==> src/rtl/alaw_expander_pipe.sv <==
// alaw_expander_pipe: 3-stage pipelined compressed-code to linear expander
// with channel tag passthrough, valid/ready backpressure and symmetric
// saturation. Define SAT_COUNT_EN to add the 16-bit saturation event counter
// port sat_count.
module alaw_expander_pipe #(
   parameter int unsigned IN_W    = 15,
   parameter int unsigned EXP_W   = 7,
   parameter int unsigned OUT_W   = 24,
   parameter int unsigned BIAS_SH = 4,
   parameter int unsigned CHAN_W  = 2
) (
   input  logic              clk,
   input  logic              reset,
   input  logic              in_valid,
   output logic              in_ready,
   input  logic [IN_W-1:0]   in_code,
   input  logic [CHAN_W-1:0] in_chan,
   output logic              out_valid,
   input  logic              out_ready,
   output logic [OUT_W-1:0]  out_data,
   output logic [CHAN_W-1:0] out_chan,
   output logic              out_sat
`ifdef SAT_COUNT_EN
   ,
   output logic [15:0]       sat_count
`endif
);

   localparam int unsigned MANT_W = IN_W - EXP_W;
   localparam int unsigned PW     = OUT_W + MANT_W + 2;
   localparam logic [PW-1:0] ONE_P = PW'(1);
   localparam logic [PW-1:0] MAX_P = (ONE_P << (OUT_W - 1)) - ONE_P;

   logic              stall;

   logic              s1_valid_q, s1_valid_d;
   logic              s1_sign_q,  s1_sign_d;
   logic [EXP_W-1:0]  s1_exp_q,   s1_exp_d;
   logic [MANT_W-1:0] s1_mant_q,  s1_mant_d;
   logic [CHAN_W-1:0] s1_chan_q,  s1_chan_d;
   logic [IN_W-1:0]   mag;

   logic              s2_valid_q, s2_valid_d;
   logic              s2_sign_q,  s2_sign_d;
   logic              s2_ovf_q,   s2_ovf_d;
   logic [PW-1:0]     s2_prod_q,  s2_prod_d;
   logic [PW-1:0]     s2_bias_q,  s2_bias_d;
   logic [CHAN_W-1:0] s2_chan_q,  s2_chan_d;
   logic [PW-1:0]     step;

   logic              out_valid_q, out_valid_d;
   logic [OUT_W-1:0]  out_data_q,  out_data_d;
   logic [CHAN_W-1:0] out_chan_q,  out_chan_d;
   logic              out_sat_q,   out_sat_d;
   logic [PW-1:0]     sum;
   logic              sat;
   logic [OUT_W-1:0]  mag_o;

   assign stall     = out_valid_q && !out_ready;
   assign in_ready  = !stall;
   assign out_valid = out_valid_q;
   assign out_data  = out_data_q;
   assign out_chan  = out_chan_q;
   assign out_sat   = out_sat_q;

   // Next-state for all three stages: sign/magnitude split, step/bias products, sum and saturate.
   always_comb begin
      mag        = in_code[IN_W-1] ? (~in_code + IN_W'(1)) : in_code;
      s1_valid_d = in_valid && in_ready;
      s1_sign_d  = in_code[IN_W-1];
      s1_exp_d   = mag[EXP_W-1:0];
      s1_mant_d  = mag[IN_W-1:EXP_W];
      s1_chan_d  = in_chan;

      // Exponents this large overflow regardless of mantissa, so the products
      // are zeroed rather than computed at an unbounded width.
      s2_ovf_d   = (32'(s1_exp_q) + BIAS_SH + MANT_W + 1) >= (OUT_W + MANT_W + 2);
      step       = (s1_exp_q == '0) ? PW'(2) : (ONE_P << s1_exp_q);
      s2_prod_d  = s2_ovf_d ? '0 : step * (PW'(s1_mant_q) + ONE_P);
      s2_bias_d  = s2_ovf_d ? '0 : ((ONE_P << BIAS_SH) << s1_exp_q);
      s2_valid_d = s1_valid_q;
      s2_sign_d  = s1_sign_q;
      s2_chan_d  = s1_chan_q;

      sum         = s2_prod_q + s2_bias_q;
      sat         = s2_ovf_q || (sum > MAX_P);
      mag_o       = sat ? MAX_P[OUT_W-1:0] : sum[OUT_W-1:0];
      out_data_d  = s2_sign_q ? ('0 - mag_o) : mag_o;
      out_sat_d   = sat;
      out_chan_d  = s2_chan_q;
      out_valid_d = s2_valid_q;
   end

   // Pipeline registers: cleared by reset, frozen as a whole while stalled.
   always_ff @(posedge clk) begin
      if (reset) begin
         s1_valid_q  <= 1'b0;
         s1_sign_q   <= 1'b0;
         s1_exp_q    <= '0;
         s1_mant_q   <= '0;
         s1_chan_q   <= '0;
         s2_valid_q  <= 1'b0;
         s2_sign_q   <= 1'b0;
         s2_ovf_q    <= 1'b0;
         s2_prod_q   <= '0;
         s2_bias_q   <= '0;
         s2_chan_q   <= '0;
         out_valid_q <= 1'b0;
         out_data_q  <= '0;
         out_chan_q  <= '0;
         out_sat_q   <= 1'b0;
      end else if (!stall) begin
         s1_valid_q  <= s1_valid_d;
         s1_sign_q   <= s1_sign_d;
         s1_exp_q    <= s1_exp_d;
         s1_mant_q   <= s1_mant_d;
         s1_chan_q   <= s1_chan_d;
         s2_valid_q  <= s2_valid_d;
         s2_sign_q   <= s2_sign_d;
         s2_ovf_q    <= s2_ovf_d;
         s2_prod_q   <= s2_prod_d;
         s2_bias_q   <= s2_bias_d;
         s2_chan_q   <= s2_chan_d;
         out_valid_q <= out_valid_d;
         out_data_q  <= out_data_d;
         out_chan_q  <= out_chan_d;
         out_sat_q   <= out_sat_d;
      end
   end

`ifdef SAT_COUNT_EN
   logic [15:0] sat_count_q, sat_count_d;

   assign sat_count = sat_count_q;

   // Count saturated output transfers, sticking at all-ones.
   always_comb begin
      sat_count_d = sat_count_q;
      if (out_valid_q && out_ready && out_sat_q && (sat_count_q != '1))
         sat_count_d = sat_count_q + 16'd1;
   end

   // Saturation counter register.
   always_ff @(posedge clk) begin
      if (reset) sat_count_q <= '0;
      else       sat_count_q <= sat_count_d;
   end
`endif

endmodule

==> config.mk <==
export PLATFORM = sky130hd
export DESIGN_NAME = alaw_expander_pipe
export DESIGN_NICKNAME = d
export VERILOG_FILES = /design/src/rtl/alaw_expander_pipe.sv
export SDC_FILE = /design/constraint.sdc
export NUM_CORES = 1
export LEC_CHECK = 0
export BUFFER_PORTS_ARGS = -buffer_cell sky130_fd_sc_hd__buf_2
export CAP_MARGIN = 20
export CORE_UTILIZATION = 52
export DETAILED_ROUTE_END_ITERATION = 7
export PLACE_DENSITY = 0.76
export SETUP_SLACK_MARGIN = 0.15
export SLEW_MARGIN = 20
export SYNTH_ARGS = -nofsm -noshare
export SYNTH_HDL_FRONTEND = slang
export SYNTH_SLANG_ARGS = --single-unit
==> constraint.sdc <==
create_clock -name clk -period 6.3 [get_ports clk]
set_clock_uncertainty 0.15 [all_clocks]
set_input_delay 0.315 -clock clk [delete_from_list [all_inputs] [get_ports clk]]
set_output_delay 0.315 -clock clk [all_outputs]
set_load 0.01 [all_outputs]
==> results.cfg <==
[run_status]
status = finished, final reports clean

[synthesis]
netlist_top_cells_count = nor2_1, inv_1, fa_1, nand2_1, dfxtp_1
synth_compound_area_share_pct = 15.4
ys.flop_type = dfxtp_1
synth_area_sq_mm = 0.0152
synth_xor_area_share_pct = 3.97
synth_simple_gate_area_share_pct = 22.7
synth.area.top_cells = fa_1, dfxtp_1, nor2_1
netlist_instances = 1892
synth_mux_area_share_pct = 1.15
synth_top_family_by_area = adder cells
syn_area_per_cell_sq_um = 8.04
yosysMostFrequentCell = nor2_1
synth-adder-area-share_pct = 32.1
ys_seq_area_share_pct = 15.3
synth-edff-count = 0
synth-seq-cells = 116
async_flop_share_pct = 0
yosysTopAreaCell = fa_1
synth.distinct_cells = 86
netlist.area_leader.share_pct = 25.5
yosys_warnings = 0

[global_routing]
grt_pass1_vias = 14062
overflow = 0
grt_max_degree = 64
busiest_layer = met2
grt_first_pass_wirelength_um = 70500
grtUsageMet2_pct = 50.8
grt_usage_pct = 29.2
use_met1_pct = 36.3
use_met3_pct = 3.74
antenna_found_initial = 0

[detailed_routing]
totalWireLength_um = 44200
route.detailed.drc = 0
ant_nets = 0
dr.first_iter.drc_count = 1433
wl_per_cell_um = 18.3
viasPerCell = 5.96
dr.pass1.iters = 7
vias = 14350

[worst_setup_path]
crit_family = adder cells
cp_slowest_cell = fa_1
endpoint_kind = register
path_buf_inv = 5
crit_required_ns = 6.50
critPathKind = register to register
cp_slowest_stage_delay_ns = 0.54
cp.arrival_ns = 6.28
cp_common_cell = fa_1
critPathMaxFanout = 6
crit_path_start_kind = register
cp_cell_sequence = and3_4 -> and3_4 -> nand3_4 -> xor2_4 -> buf_6 -> nor2_2 -> fa_1 -> fa_1 -> fa_1 -> inv_1 -> fa_1 -> inv_1 -> ha_1 -> nand2_1 -> nor3_2 -> a21oi_1 -> buf_4 -> a211oi_4 -> or3_4 -> and3_4 -> a2111oi_4 -> buf_4 -> a2111o_1 -> o211ai_1

[cells_and_area]
final_nets = 2307
drive_gt1_share_pct = 19.2
antenna_cells = 0
syn_to_final_growth_pct = 18.0
filler_cell_count = 2392

[sta]
clock.fmax_ghz = 0.165
slew_viol_final = 0
finalCriticalPeriod_ns = 6.07
slew_headroom_pct = 30.5
worst_pin_slew_ns = 1.04
rsz0062_at_grt = false
hold_ws_ns = 0.0144
setup_viol_count_final = 0
finalHoldViolCount = 0
worst_slack_ns = 0.227
period_share_pct = 96.4

[power_and_ir_drop]
powerDensity_mw_per_mm2 = 149
power.leakage_nw = 8.34
ir_worst_vdd_v = 0.000149

[die]
io_pins = 50
rows = 62
die_x_um = 173
initial_core_util_pct = 53.0
core_area_sq_mm = 0.0287
dieArea_sq_mm = 0.0299
die_h_um = 173

[placement]
place.gp.congestion = 0.903
post-place-ws_ns = -0.110
io_buffers = 49
hpwl_um = 32500

[cts]
cts_buffers = 17
clk_latency_ns = 0.44
numClockSinks = 116
path_clk_slew_ns = 0.07
cts_tree = done
clockBufferDepth = 2
htreeDepth = 4
cts-root-buf = clkbuf_16

[worst_hold_path]
hp-class = primary input to register

[run]
cap_violations = 0
## registers in the layout, indices dropped and copies added, names as in the netlist
name	flops
out_sat	1
out_chan	2
out_data	24
out_chan_d	2
s1_sign_q	1
s2_sign_q	1
s2_bias_q	30
s2_prod_q	34
s1_mant_q	8
out_valid	1
s1_exp_q	7
s1_chan_q	2
s2_ovf_q	1
out_valid_d	1
s1_valid_q	1
## worst paths after layout
path	from	to	slack [ns]	cells past startpoint
worst min-delay path	in_code[0]	s1_exp_q[0]	0.01	3
worst max-delay path	s1_mant_q[4]	s2_prod_q[26]	0.23	24
worst min register to register	out_chan[1]	out_chan[1]	0.30	2
worst max register to register	s1_mant_q[4]	s2_prod_q[26]	0.23	24
## final cells by class
type | count | area [sq um] | share of cell area, %
timing repair buffer | 194 | 1480 | 8.27
multi-input combinational | 1441 | 12100 | 67.6
inverter | 242 | 908 | 5.06
sequential | 116 | 2340 | 13.0
clock buffer | 17 | 425 | 2.37
clock inverter | 14 | 178 | 0.990
tap | 384 | 480 | 2.68
## cells by family after synthesis
family | count (synthesis)
simple gates | 749
buf+inv | 341
compound gates | 324
fa+ha+maj | 274
flops | 116
xor+xnor | 69
mux | 17
other cells | 2
## routing by layer
layer | share of wire, % | wire [um]
met3 | 7.1 | 3150
met1 | 39 | 17400
met4 | 4.9 | 2150
met5 | 0 | 0
met2 | 49 | 21500
## power by group
part           switching, W  internal (W)  leakage, nW  total (W)
clock              0.000420      0.000625        0.283    0.00104
combinational      0.000466      0.000331         7.11   0.000797
sequential        0.0000445      0.000787        0.950   0.000831
total              0.000930       0.00174         8.34    0.00267
## cell usage in the layout (no fill, tap or decap), types with 18 or more instances in the layout
master and n:
dfxtp_1 105, fa_1 192, nand3_1 41, ha_1 70
a21oi_1 60, o21ai_0 38, clkbuf_16 18, a211oi_1 18
buf_4 125, xor2_1 32, nand2_1 187, xnor2_1 31
nor3_1 23, buf_2 51, and2_1 18, nor2_2 21
inv_1 240, nor2_1 269, and3_1 20, a22oi_1 43
nand2b_1 37
## metrics by stage
stage / utilization (%) / instance area [sq um] / std cells / setup TNS, ns / total power (W)
2_1_floorplan: - / 15300 / 1898 / 0 / 0.00131
5_1_grt: 62.5 / 17900 / 2408 / 0 / 0.00277
3_3_place_gp: 57.5 / 16500 / 2350 / -0.0263 / 0.00154
3_5_place_dp: 57.5 / 16500 / 2350 / -0.237 / 0.00156
6_report: 62.5 / 17900 / 2408 / 0 / 0.00267
4_1_cts: 60.1 / 17200 / 2386 / 0 / 0.00260
## worst min-delay path, cell delays in order
cell and delay (ns):
buf_2 0.12, nand2_1 0.06, a21oi_1 0.06
## timing repair
item	CTS	global route
cloned	0	4
hold endpoints to repair	3	0
setup buffers	2	18
hold buffers	3	0
endpoints found under the setup margin	10	19
resized for setup	24	129
pin swaps	4	37
No activity file was read; power rests on OpenSTA's default activity.
